==> config.mk <==
export PLATFORM = sky130hd
export DESIGN_NAME = fifo_wr_adapter
export DESIGN_NICKNAME = d
export VERILOG_FILES = /design/src/rtl/fifo_wr_pkg.sv /design/src/rtl/fifo_wr_adapter_skid_buf2.sv /design/src/rtl/fifo_wr_adapter.sv
export SDC_FILE = /design/constraint.sdc
export NUM_CORES = 1
export LEC_CHECK = 0
export BUFFER_PORTS_ARGS = -buffer_cell sky130_fd_sc_hd__buf_4
export CORE_UTILIZATION = 53
export DETAILED_ROUTE_END_ITERATION = 12
export PLACE_DENSITY = 0.76
export SYNTH_ARGS = -nofsm -noshare
export SYNTH_HDL_FRONTEND = slang
export SYNTH_SLANG_ARGS = --single-unit
==> constraint.sdc <==
create_clock -name wclk -period 2.01 [get_ports wclk]
set_input_delay 0.201 -clock wclk [delete_from_list [all_inputs] [get_ports wclk]]
set_output_delay 0.201 -clock wclk [all_outputs]
set_load 0.1 [all_outputs]
==> src/rtl/fifo_wr_pkg.sv <==
// Shared defaults and occupancy encoding for the async-FIFO write-side adapter.
package fifo_wr_pkg;
    localparam int unsigned DSIZE_DEF = 8;
    localparam int unsigned CNT_W_DEF = 16;

    typedef enum logic [1:0] {
        EMPTY = 2'd0,
        ONE   = 2'd1,
        TWO   = 2'd2
    } state_t;
endpackage

==> src/rtl/fifo_wr_adapter_skid_buf2.sv <==
// Two-entry in-order skid buffer; entry 0 is always the head presented downstream.
module skid_buf2
    import fifo_wr_pkg::*;
#(
    parameter int unsigned DSIZE = DSIZE_DEF
) (
    input  logic             wclk,
    input  logic             wrst_n,
    input  logic             push,
    input  logic             pop,
    input  logic             flush,
    input  logic [DSIZE-1:0] in_data,
    input  logic             in_last,
    output logic [DSIZE-1:0] head_data,
    output logic             head_last,
    output state_t           state
);
    state_t           state_nxt;
    logic [DSIZE-1:0] data0, data1;
    logic             last0, last1;
    logic             ld0_in, ld0_shift, ld1;
    logic             do_push, do_pop;

    assign do_push = push & ~flush;
    assign do_pop  = pop & ~flush;

    always_comb begin
        state_nxt = state;
        ld0_in    = 1'b0;
        ld0_shift = 1'b0;
        ld1       = 1'b0;
        case (state)
            EMPTY: if (do_push) begin
                state_nxt = ONE;
                ld0_in    = 1'b1;
            end
            ONE: begin
                if (do_push && do_pop) begin
                    ld0_in = 1'b1;
                end else if (do_push) begin
                    state_nxt = TWO;
                    ld1       = 1'b1;
                end else if (do_pop) begin
                    state_nxt = EMPTY;
                end
            end
            TWO: if (do_pop) begin
                state_nxt = ONE;
                ld0_shift = 1'b1;
            end
            default: state_nxt = EMPTY;
        endcase
        if (flush) state_nxt = EMPTY;
    end

    always_ff @(posedge wclk or negedge wrst_n) begin
        if (!wrst_n) state <= EMPTY;
        else         state <= state_nxt;
    end

    // Entry 0 is left untouched on a plain pop so it keeps the last written word.
    always_ff @(posedge wclk or negedge wrst_n) begin
        if (!wrst_n) begin
            data0 <= '0;
            last0 <= 1'b0;
            data1 <= '0;
            last1 <= 1'b0;
        end else begin
            if (ld0_in) begin
                data0 <= in_data;
                last0 <= in_last;
            end else if (ld0_shift) begin
                data0 <= data1;
                last0 <= last1;
            end
            if (ld1) begin
                data1 <= in_data;
                last1 <= in_last;
            end
        end
    end

    assign head_data = data0;
    assign head_last = last0;
endmodule

==> src/rtl/fifo_wr_adapter.sv <==
// Write-side adapter from a valid/ready stream into an async FIFO, with word and frame counters.
module fifo_wr_adapter
    import fifo_wr_pkg::*;
#(
    parameter int unsigned DSIZE = DSIZE_DEF,
    parameter int unsigned CNT_W = CNT_W_DEF
) (
    input  logic             wclk,
    input  logic             wrst_n,
    input  logic             s_valid,
    output logic             s_ready,
    input  logic [DSIZE-1:0] s_data,
    input  logic             s_last,
    input  logic             flush,
    input  logic             wfull,
    output logic             winc,
    output logic [DSIZE-1:0] wdata,
    output logic [CNT_W-1:0] wr_count,
    output logic [CNT_W-1:0] frame_count,
    output logic             busy
);
    state_t state;
    logic   head_last;
    logic   push;

    assign s_ready = (state != TWO) & ~flush;
    assign push    = s_valid & s_ready;
    assign winc    = (state != EMPTY) & ~wfull & ~flush;
    assign busy    = (state != EMPTY);

    skid_buf2 #(.DSIZE(DSIZE)) u_buf (
        .wclk      (wclk),
        .wrst_n    (wrst_n),
        .push      (push),
        .pop       (winc),
        .flush     (flush),
        .in_data   (s_data),
        .in_last   (s_last),
        .head_data (wdata),
        .head_last (head_last),
        .state     (state)
    );

    always_ff @(posedge wclk or negedge wrst_n) begin
        if (!wrst_n) begin
            wr_count    <= '0;
            frame_count <= '0;
        end else if (winc) begin
            wr_count <= wr_count + CNT_W'(1);
            if (head_last) frame_count <= frame_count + CNT_W'(1);
        end
    end
endmodule

Yosys cells after proc, flatten, opt, wreduce, memory -nomap -nowiden
Index checks and enable logic that the tools add are counted.
- register bits after elaboration: 52
- input port bits: 14
- output and inout port bits: 43
- logic and storage cells: 48
- $add $sub $neg: 2
- equality and inequality tests: 7
- multiplexer cells: 18
- bitwise logic cells: 8
- reduce and logical (&&, ||, !) cells: 6
- operators by type and width (kind ; number):
    16-bit by 1-bit adder with 16-bit output (second input constant) ; 2
    8-bit two-way mux ; 2
    2-bit two-way mux ; 6
    1-bit two-way mux ; 8
    1-bit AND ; 6
    3-bit by 2-bit inequality test with 1-bit output (second input constant) ; 2
    2-bit case mux with 3 select lines ; 1
    4-bit by 2-bit inequality test with 1-bit output (second input constant) ; 1
    4-bit AND reduction ; 1
    2-bit nonzero test ; 2
    3-bit inequality test (second input constant) ; 1
    2-bit by 1-bit == test with 1-bit output (second input constant) ; 1
    2-bit == test (second input constant) ; 1
    2-bit zero test ; 1
    2-bit inequality test (second input constant) ; 1
    1-bit inverter ; 2
    1-bit case mux with 2 select lines ; 1
    2-bit AND reduction ; 1
    1-bit logical AND ; 1

Logic depth before layout (Yosys ltp)
Gate-level depths: netlist (run 1).
- depth in word-level cells: 9
- depth in mapped cells: 7
- gate-level depth less buffers: 5

Cells and area by module
From an unflattened synthesis (run 1), not the netlist that was laid out.
- cell total of the unflattened synthesis: 192
- area, all modules: 2358.5 um^2
- by module, submodules not included (module ; instances ; cells each ; area each (um^2) ; sequential area each (um^2)):
    fifo_wr_adapter ; 1 ; 129 ; 1466.4 ; 800.8
    skid_buf2 ; 1 ; 63 ; 892.1 ; 500.5

Worst setup path after synthesis (run 1)
OpenSTA, ideal clock, no wires.
- path kind: input to register
- start: input port flush
- end: register wr_count[4]
- library setup time: 0.159 ns
- arrival: 2.583 ns
- required time: 1.851 ns
- path slack: -0.731 ns
- stages on the path: 6
- path buffers: 2
- path through: buf_6 or2_1 buf_6 nor2_1 nand4_1 xnor2_1
- cells in the longest elaborated chain, start to end: 2
- RTL lines (element ; line ; RTL):
    start, declared ; fifo_wr_adapter.sv:14 ; input logic flush,
    1-bit inverter ; fifo_wr_adapter.sv:28 ; assign winc = (state != EMPTY) & ~wfull & ~flush;
    1-bit AND ; fifo_wr_adapter.sv:28 ;
    net winc ; fifo_wr_adapter.sv:16 ; output logic winc,
    end signal, assigned ; fifo_wr_adapter.sv:49 ; wr_count <= wr_count + CNT_W'(1);
    end, declared ; fifo_wr_adapter.sv:18 ; output logic [CNT_W-1:0] wr_count,
The timed path passes the listed nets, and every way through them passes these cells.
A chain may end at the register's enable or synchronous reset.

Final worst setup path (run 1)
- start: register u_buf.state[0]
- end: output port winc
- cells in the longest elaborated chain, start to end: 3
- RTL lines (element ; line ; RTL):
    start, declared ; fifo_wr_adapter_skid_buf2.sv:16 ; output state_t state
    start signal, assigned ; fifo_wr_adapter_skid_buf2.sv:58 ; else state <= state_nxt;
    2-bit nonzero test ; fifo_wr_adapter.sv:28 ;
    1-bit AND (2 in series) ; fifo_wr_adapter.sv:28 ;
    end, declared ; fifo_wr_adapter.sv:16 ;
Every way passes these cells.

==> summary.txt, run 1 <==
Timing
  • Unrepaired setup endpoints after global routing: no
  • Final WS setup: about 0.21 ns
  • Fin crit period: 1.80 ns
  • Final-report max-slew violation count: 0
  • Fin. Hold Viols: 0
  • Fmax achieved: 557 MHz
  • Final period util: 0.893
  • Relative slew slack: 0.570
  • Worst Tran Pin Value: 0.645 ns
  • Final hold slack: about 0.10 ns
  • Final setup viols: 0
  • Clk_skew: 0.00682 ns

Detailed routing
  • WL final: about 4.5 mm
  • Initial DRT Pass Iterations: 4
  • DR vias/cell: about 5.5
  • Initial drt markers: between 90 and 100
  • Routed via count: ~1700
  • Post-route ant nets: 0
  • DRC Markers: 0
  • Routed len/inst: ~15 um

Setup path
  • Crit-path max FO: 7
  • Largest delay share family, worst path: simple AND/OR/NAND/NOR gates
  • Slowest cell on the critical path: dfrtp_1
  • CP Capture Point: winc
  • Crit. Startpoint: u_buf.state[0]
  • Worst Setup Path Type: register to output pin
  • WP buf/inv: 1
  • RR Startpoint: u_buf.state[0]
  • Most frequent CP cell: nor2_2
  • Required @ worst endpoint: ~1.8 ns
  • R2r worst-path depth: 4
  • CP Depth: 3
  • R2R Path End: frame_count[1]
  • Worst Path Arrival: around 1.6 ns
  • CP startpoint kind: register
  • CP max stage delay: ~0.44 ns
  • Crit. End Element: output pin
  • CP cell instances: nor2_2 > nor2_2 > buf_4
  • Internal reg-to-reg setup slack: between 0.3 and 0.4 ns

Clock network
  • CTS Sinks: 52
  • Worst skew pair latency: 0.31 ns
  • CTS tree: built
  • Clk buf depth: 2
  • Root buffer cell: clkbuf_8
  • Inserted Clock Buffers: 5
  • CTS resizes: 0
  • Reg clk slew, reported paths: ~0.090 ns
  • CTS H-Tree Depth: 2

Yosys
  • Synth area leader: dfrtp_1
  • Syn nets: 210
  • Top post-synthesis cells by count: dfrtp_1, xnor2_1, and3_1
  • Synth warnings: 0
  • Post-synth top area share: 0.555
  • Post-synth EDFFs: 0
  • Seq/Total Area, Yosys: 0.555
  • Async SR Flop Fraction: 1.00
  • Mapped cell area: ~0.0023 mm2
  • Synth area leaders: dfrtp_1, xnor2_1, mux2_2
  • Most used DFF post-synth: dfrtp_1
  • Post-synthesis cell type count: 27
  • Gate Count Post-Synth: 194
  • Syn Area/Cell: 12.1 um2
  • Cell with the most instances after synthesis: dfrtp_1
  • Flop and latch count out of synthesis: between 50 and 60

Flow run
  • Max-capacitance violation count: 0

GRT
  • Vias in the first global route: around 1500
  • Total grt overflow: 0
  • Antenna violations before repair: 0
  • Tot GR Track Use: 0.214
  • Largest net degree at the start of global routing: 53
  • First-pass GRT wire length: 7.29 mm

Finish
  • Layout Cells excl Fill: approximately 310
  • Area Overhead vs Synth: 27.3%
  • Area occupied by multi-input gates: 992 um2
  • Fillers: roughly 320
  • Reg area: between 0.001 and 0.0015 mm2
  • Non-Filler Cell Area, Final: around 0.003 mm2
  • Layout Utilization: 0.726
  • Antenna diode count: 0
  • Share of cells above drive strength 1: 0.402
  • # nets final: 274

Outcome
  • Status: completed

Power
  • Leakage: roughly 1.4 nW
  • Sw frac: 0.425
  • Power Density: ~1100 mW/mm2
  • Max rail drop VDD: between 600 and 700 uV
  • Comb pwr share: 0.371
  • Clock power share: 0.228
  • P_sw: approximately 1.4 mW
  • Internal power: 1.95 mW
  • Sequential Power Share: 0.401

Placement
  • Placed insts: 300
  • Hpwl dp: 3.23 mm
  • Placement Cell Area: between 0.002 and 0.003 mm2
  • Pre-CTS setup slack: 0.329 ns
  • PortBufs: 56
  • Gpl congestion: 0.746

Worst hold path
  • Hold Path Stages: 2
  • Hold Path Class: input port to register

Floorplan
  • Die Height: a little under 70 um
  • Starting Density: 0.570
  • Core Area: slightly above 0.004 mm2
  • Top Ports: 57
  • Die width: 68.5 um
  • Die area: between 0.004 and 0.005 mm2
  • Row count: 23
==> worst min path at each step <==
stage                 from        endpoint  slack [ns]
floorplan           wrst_n  frame_count[0]       -0.09
global placement    wrst_n  frame_count[9]        0.27
detailed placement  wrst_n  frame_count[9]        0.27
CTS                  flush  u_buf.state[0]        0.09
global route         flush  u_buf.state[0]        0.09
finish               flush  u_buf.state[0]        0.10
==> layout make-up <==
cell class                 count  area share
clock buffer                   7      0.0323
clock inverter                 1      0.0101
inverter                       5     0.00754
multi-input combinational    132       0.332
sequential                    52       0.440
tap                           50      0.0209
timing repair buffer          62       0.157
==> stage by stage <==
step                setup TNS (ns)  power (mW)
CTS                              0        3.44
floorplan                   -0.552        2.35
finish                           0        3.40
global placement                 0        2.64
detailed placement               0        2.65
global route                     0        3.56
==> state kept, by name (all words and copies together) (netlist names) <==
name	cells
wr_count	16
u_buf.data1	8
u_buf.state	2
u_buf.last1	1
frame_count	16
u_buf.head_last	1
u_buf.head_data	8
==> what timing repair did <==
action | CTS | global route
hold buffers | 1 | 0
setup buffers | 0 | 0
hold endpoints to repair | 52 | 0
==> worst reg2reg max path: stages (launching register included) <==
cell and delay, ns:
dfrtp_1 0.44, nor2_2 0.40, clkinvlp_4 0.18, nand3_1 0.18, mux2_2 0.35
==> kinds of logic (layout without fill, tap and decap cells) <==
group | after synthesis | count (layout) | share of synthesized area
DFF | 52 | 52 | 0.555
xor gates and xnor gates | 30 | 30 | 0.112
adders and majority gates | 2 | 2 | 0.0107
and+or+nand+nor | 76 | 76 | 0.193
buffers and inverters | 10 | 75 | 0.0256
AOI/OAI and AO/OA | 12 | 12 | 0.0464
muxes | 12 | 12 | 0.0576
==> per-layer routing <==
layer	vias to the layer above	routed length, um	global-route usage
met5	-	0	0
met4	0	57	0.0703
met3	6	198	0.0526
met2	39	2170	0.349
met1	838	2070	0.278
li1	813	-	-
==> power by group through the flow <==
stage	registers [mW]	clock network, mW	logic, mW
5_1_grt	1.39	0.846	1.32
3_3_place_gp	1.38	0	1.26
4_1_cts	1.37	0.799	1.27
6_report	1.36	0.774	1.26
2_1_floorplan	2.10	0	0.249
3_5_place_dp	1.39	0	1.27
==> layout by cell type (no fill, tap or decap), types with 2 or more instances in the layout <==
cell / Yosys / final
a21oi_1: 2 / 2
nor3_1: 4 / 4
ha_1: 2 / 2
dfrtp_1: 52 / 41
inv_1: 5 / 4
nor2b_1: 2 / 2
dfrtp_2: 0 / 11
clkbuf_8: 0 / 7
nor4_2: 2 / 2
xor2_1: 10 / 10
nand4_1: 8 / 8
nor2_2: 0 / 3
and3_1: 14 / 14
nand3_1: 13 / 13
nand2_1: 12 / 12
nor2_1: 9 / 6
xnor2_1: 20 / 20
or3_1: 2 / 2
buf_4: 0 / 61
a221o_1: 9 / 9
nor3b_2: 2 / 2
mux2_2: 12 / 12
nor3_2: 3 / 3
Power figures use the tool's default switching activity.
==> run 2, diff against run 1 <==
Settings changed: ABC_AREA from default to 1, CORE_UTILIZATION 53 to 54, PLACE_DENSITY 0.76 to 0.77.
==> summary.txt, run 2 <==
Clock network
  • Root buffer cell: clkbuf_8
  • Reg clk slew, reported paths: 0.10 ns (about the same)
  • Inserted Clock Buffers: 5 (unchanged)
  • Worst skew pair latency: 0.30 ns (about the same)
  • Clk buf depth: 2 (unchanged)
  • Post-CTS setup buffers: 0 (unchanged)
  • CTS H-Tree Depth: 2 (unchanged)
  • CTS resizes: 0 (unchanged)
  • CTS tree: built
  • Hold_buf cts: 1 (unchanged)
  • CTS Sinks: 52 (unchanged)

Power
  • Max rail drop VDD: 1110 uV (+65%)
  • Power Density: 1240 mW/mm2 (+8.7%)
  • P_sw: 1.94 mW (+34%)
  • Sw frac: 0.492 (+0.0674)
  • Clock power share: 0.180 (-0.048)
  • Leakage: 1.68 nW (+19%)
  • Internal power: 2.00 mW (+2.3%)
  • Sequential Power Share: 0.367 (-0.034)
  • Comb pwr share: 0.453 (+0.082)

Yosys
  • Async SR Flop Fraction: 1.00 (unchanged)
  • Synth area leader: dfrtp_1
  • Mapped cell area: 0.00258 mm2 (+9.9%)
  • Gate Count Post-Synth: 318 (+64%)
  • Flop and latch count out of synthesis: 52 (unchanged)
  • Post-synthesis cell type count: 22 (-19%)
  • Most used DFF post-synth: dfrtp_1
  • Top post-synthesis cells by count: nand2_1, dfrtp_1, nor2_1
  • Synth area leaders: dfrtp_1, nand2_1, nor2_1
  • Synth warnings: 0 (unchanged)
  • Syn nets: 334 (+59%)
  • Post-synth top area share: 0.505 (-0.0498)
  • Cell with the most instances after synthesis: nand2_1
  • Post-synth EDFFs: 0 (unchanged)
  • Syn Area/Cell: 8.11 um2 (-33%)
  • Seq/Total Area, Yosys: 0.505 (-0.0498)

Setup path
  • Required @ worst endpoint: 1.81 ns (about the same)
  • Worst Path Arrival: 1.43 ns (-0.16 ns)
  • R2r worst-path depth: 7 (+3)
  • CP startpoint kind: register
  • Internal reg-to-reg setup slack: 0.47 ns (+0.12 ns)
  • R2R Path End: u_buf.head_data[6]
  • CP Capture Point: s_ready
  • Crit. Startpoint: u_buf.state[1]
  • Crit. End Element: output pin
  • Crit-path max FO: 5 (-2)
  • RR Startpoint: u_buf.state[0]
  • Worst Setup Path Type: register to output pin

Finish
  • Commonest non-fill, non-tap cell in the layout: nand2_1
  • Layout Cells excl Fill: 434 (+40%)
  • Most frequent cells in the layout: nand2_1, buf_4, dfrtp_1
  • Reg area: 0.00130 mm2 (-0.86%)
  • Antenna diode count: 0 (unchanged)
  • Fillers: 373 (+17%)
  • Share of cells above drive strength 1: 0.217 (-0.184)
  • Area Overhead vs Synth: 23.5%
  • Regs by FF count: frame_count (16), wr_count (16)
  • Area occupied by multi-input gates: 0.00112 mm2 (+13%)
  • # nets final: 397 (+45%)

GRT
  • Antenna violations before repair: 0 (unchanged)
  • Tot GR Track Use: 0.218 (+0.00456)
  • First-pass GRT wire length: 8.67 mm (+19%)
  • Largest net degree at the start of global routing: 53 (unchanged)
  • Vias in the first global route: 2042 (+32%)
  • Total grt overflow: 0 (unchanged)

Timing
  • Setup_tns: 0 ns (unchanged)
  • Unrepaired setup endpoints after global routing: no
  • Final setup viols: 0 (unchanged)
  • Worst Tran Pin Value: 0.634 ns (-0.0111 ns)
  • Final-report max-slew violation count: 0 (unchanged)
  • Final period util: 0.813 (-0.0797)
  • Relative slew slack: 0.577 (+0.00738)
  • Fin. Hold Viols: 0 (unchanged)
  • Fin crit period: 1.63 ns (-0.160 ns)
  • Fmax achieved: 612 MHz (+9.8%)
  • Clk_skew: 0.00707 ns (+0.000250 ns)

Outcome
  • Status: finished, violations left
  • Failing checks: design-rule violations

Detailed routing
  • Initial DRT Pass Iterations: 8 (+4)
  • DRC Markers: 2 (+2)
  • Initial drt markers: 141 (+50%)
  • DR vias/cell: 4.94 (-9.9%)
  • Routed via count: 2146 (+27%)
  • WL final: 5.05 mm (+12%)
  • Routed len/inst: 11.6 um (-20%)
  • Post-route ant nets: 0 (unchanged)

Placement
  • Hpwl dp: 3.67 mm (+13%)
  • Gpl congestion: 0.786 (+5.5%)
  • Placed insts: 425 (+42%)
  • PortBufs: 56 (unchanged)

Floorplan
  • Die width: 71.1 um (+3.7%)
  • Core Area: 0.00447 mm2 (+8.7%)
  • Starting Density: 0.576 (+0.00598)
  • Row count: 24 (+4.3%)
  • Die Height: 71.1 um (+3.7%)
  • Die area: 0.00505 mm2 (+7.6%)
  • Top Ports: 57 (unchanged)

Flow run
  • Max-capacitance violation count: 0 (unchanged)

Worst hold path
  • Hold Path Class: input port to register
run 2: cell families (layout without fill, tap and decap cells):
| logic type | after synthesis | count (layout) | share of synthesized area |
|---|---|---|---|
| buffers and inverters | 41 | 105 | 0.0626 |
| AOI/OAI and AO/OA | 23 | 23 | 0.0447 |
| xor gates and xnor gates | 18 | 18 | 0.0612 |
| and+or+nand+nor | 182 | 182 | 0.317 |
| DFF | 52 | 52 | 0.505 |
| adders and majority gates | 2 | 2 | 0.00971 |
run 2: metal layers:
layer,vias up,share of wire,track usage
met4,0,0.0077,0.0822
li1,1120,-,-
met3,4,0.043,0.0442
met1,963,0.47,0.285
met5,-,0,0
met2,59,0.48,0.362
run 2: per-stage QoR:
stage / utilization / setup slack [ns] / cell area (um2) / power [mW] / hold slack [ns]
2_1_floorplan: - / 0.0479 / 2590 / 2.86 / -0.0946
6_report: 0.711 / 0.375 / 3180 / 3.94 / 0.105
5_1_grt: 0.711 / 0.300 / 3180 / 4.11 / 0.105
4_1_cts: 0.711 / 0.375 / 3180 / 3.97 / 0.0966
3_3_place_gp: 0.684 / 0.520 / 3060 / 3.23 / 0.267
3_5_place_dp: 0.684 / 0.467 / 3060 / 3.25 / 0.276
run 2: final cells by class:
| type | instances | share of cell area |
|---|---|---|
| Sequential cell | 52 | 0.410 |
| Timing Repair Buffer | 57 | 0.135 |
| Tap cell | 52 | 0.0204 |
| Clock inverter | 3 | 0.0134 |
| Inverter | 40 | 0.0472 |
| Multi-Input combinational cell | 225 | 0.353 |
| Clock buffer | 5 | 0.0216 |
run 2: critical path, stage by stage, from the launching register on:
cell	delay [ns]
dfrtp_1	0.46
inv_2	0.14
nor2_1	0.10
nor2_4	0.13
buf_4	0.30
run 2: how the worst min path moves through the flow:
stage,from,to,slack [ns],cells past startpoint
finish,s_data[2],u_buf.head_data[2],0.11,3
global route,s_data[0],u_buf.head_data[0],0.10,3
CTS,s_data[2],u_buf.head_data[2],0.1,3
detailed placement,wrst_n,wr_count[14],0.28,1
global placement,wrst_n,wr_count[12],0.27,1
floorplan,wrst_n,frame_count[0],-0.09,0
run 2: power groups by stage:
stage	Sequential, mW	Clock [mW]	Combinational, mW
after floorplan	2.46	0	0.393
after global placement	1.46	0	1.77
after detailed placement	1.46	0	1.79
after CTS	1.44	0.730	1.79
after global routing	1.47	0.767	1.87
final	1.45	0.708	1.79
==> run 3, diff against run 2 <==
Settings changed: CORE_UTILIZATION 54 to 49, PLACE_DENSITY 0.77 to 0.73.
Clock period 2.01 ns to 1.4 ns, I/O delays scaled along.
==> summary.txt, run 3 (same netlist as run 2, synthesis figures left out) <==
Setup path
  • Required @ worst endpoint: 1.26 ns (-0.55 ns)
  • Crit. Startpoint: u_buf.state[1]
  • Worst Path Arrival: 1.34 ns (-0.09 ns)
  • RR Startpoint: u_buf.state[1]
  • Worst Setup Path Type: register to output pin
  • Crit-path max FO: 3 (-2)
  • Crit. End Element: output pin
  • Internal reg-to-reg setup slack: -0.03 ns (-0.50 ns)
  • CP startpoint kind: register

Clock network
  • CTS Sinks: 52 (unchanged)
  • CTS tree: built
  • Clk buf depth: 2 (unchanged)
  • CTS H-Tree Depth: 2 (unchanged)
  • Root buffer cell: clkbuf_8
  • Inserted Clock Buffers: 5 (unchanged)
  • Reg clk slew, reported paths: 0.10 ns (about the same)
  • Worst skew pair latency: 0.32 ns (+0.02 ns)

Worst hold path
  • Hold Path Class: input port to register
  • Hold Crit Start: s_data[3]

Power
  • Max rail drop VDD: 1330 uV (+19%)
  • Clock power share: 0.176 (-0.004)
  • Sequential Power Share: 0.364 (-0.003)
  • Sw frac: 0.490 (-0.00221)
  • Internal power: 3.03 mW (+51%)
  • Power Density: 1660 mW/mm2 (+34%)
  • Tot Pwr: 5.94 mW (+51%)
  • Leakage: 1.75 nW (+3.8%)
  • P_sw: 2.91 mW (+50%)
  • Comb pwr share: 0.460 (+0.007)

Floorplan
  • Die width: 74.5 um (+4.8%)
  • Starting Density: 0.508 (-0.0682)
  • Die Height: 74.5 um (+4.8%)
  • Core Area: 0.00507 mm2 (+13%)
  • Die area: 0.00555 mm2 (+9.9%)
  • Row count: 26 (+8.3%)
  • Top Ports: 57 (unchanged)

Timing
  • Fin. Hold Viols: 0 (unchanged)
  • Unrepaired setup endpoints after global routing: yes
  • Fin crit period: roughly 1.5 ns
  • Final-report max-slew violation count: 0 (unchanged)
  • Fmax achieved: roughly 670 MHz
  • Final period util: 1.06
  • Worst Tran Pin Value: 0.481 ns (-0.154 ns)
  • Setup_tns: -0.185 ns (-0.185 ns)
  • Relative slew slack: 0.677 (+0.0999)
  • Final WS setup: -0.0840 ns (-0.459 ns)
  • Clk_skew: 0.00736 ns (+0.000286 ns)
  • Final setup viols: 5 (+5)

Flow run
  • Max-capacitance violation count: 0 (unchanged)

Finish
  • # nets final: 412 (+3.8%)
  • Commonest non-fill, non-tap cell in the layout: nand2_1
  • Most frequent cells in the layout: nand2_1, buf_4, inv_1
  • Fillers: 416 (+12%)
  • Area Overhead vs Synth: 38.9%
  • Antenna diode count: 0 (unchanged)
  • Layout Cells excl Fill: 467 (+7.6%)
  • Share of cells above drive strength 1: 0.368 (+0.150)
  • Reg area: 0.00138 mm2 (+5.7%)
  • Area occupied by multi-input gates: 0.00126 mm2 (+13%)
  • Regs by FF count: frame_count (16), wr_count (16)
  • Layout Utilization: 0.705 (-0.00603)

GRT
  • Largest net degree at the start of global routing: 28 (-47%)
  • Total grt overflow: 0 (unchanged)
  • First-pass GRT wire length: 9.34 mm (+7.6%)
  • Vias in the first global route: 2073 (+1.5%)
  • Tot GR Track Use: 0.223 (+0.00456)
  • Antenna violations before repair: 0 (unchanged)

Detailed routing
  • DR vias/cell: 4.94 (about the same)
  • DRC Markers: 0 (-2)
  • Post-route ant nets: 0 (unchanged)
  • Initial DRT Pass Iterations: 4 (-4)
  • Routed via count: 2308 (+7.5%)
  • Routed len/inst: 12.7 um (+9.5%)
  • Initial drt markers: 160 (+13%)
  • WL final: 5.95 mm (+18%)

Outcome
  • Failing checks: negative setup slack
  • Status: finished, violations left

Placement
  • Placed insts: 448 (+5.4%)
  • Hpwl dp: 4.01 mm (+9.5%)
  • Gpl congestion: 0.854 (+8.6%)
  • PortBufs: 56 (unchanged)
==> run 3: changes by cell type in the layout (fill, tap and decap cells not counted), sizes merged <==
cell,delta
buf,+14
nand4,+1
==> run 3: worst paths after layout <==
check	endpoint	cells past startpoint
setup / recovery	s_ready	4
hold reg to reg	u_buf.head_data[6]	2
hold / removal	u_buf.head_data[3]	3
max in group asynchronous	frame_count[7]	3
min in group asynchronous	wr_count[14]	2
setup reg to reg	wr_count[8]	7
==> run 3: critical path, stage by stage (launching register included) <==
cell     delay [ns]
dfrtp_2        0.46
inv_4          0.09
nor2_4         0.05
nor2_4         0.22
buf_12         0.21
==> run 3: what timing repair did <==
action / 4_1_cts / 5_1_grt
pin swaps: 2 / 7
hold buffers: 1 / 0
setup buffers: 4 / 5
endpoints found under the setup margin: 11 / 29
resized for setup: 7 / 18
endpoints found under the hold margin: 25 / 0
cloned: 0 / 1
==> run 3: power groups by stage <==
stage	Combinational [mW]	Clock, mW	Sequential (mW)
2_1_floorplan	0.606	0	3.65
3_3_place_gp	2.63	0	2.18
3_5_place_dp	2.66	0	2.19
4_1_cts	2.69	1.07	2.16
5_1_grt	2.88	1.13	2.23
6_report	2.74	1.04	2.16
==> run 3: per-layer routing <==
metal / vias to the layer above / wire, um / track usage
met5: - / 0 / 0
met4: 0 / 71 / 0.0776
met3: 6 / 220 / 0.0407
met2: 52 / 2940 / 0.351
met1: 1094 / 2720 / 0.310
li1: 1156 / - / -
==> run 3: area by class of cell <==
cell class,count,area share
tap,70,0.0245
clock buffer,5,0.0192
timing repair buffer,71,0.162
clock inverter,3,0.0119
sequential,52,0.385
multi-input combinational,226,0.353
inverter,40,0.0440
==> run 3: metrics by stage <==
step,hold WS (ns),area (um2),setup slack [ns]
after global routing,0.0287,3580,-0.106
final,0.0327,3580,-0.0840
after floorplan,-0.156,2740,-0.332
after global placement,0.0788,3290,0.0610
after CTS,0.0299,3470,-0.0139
after detailed placement,0.0792,3290,-0.0221
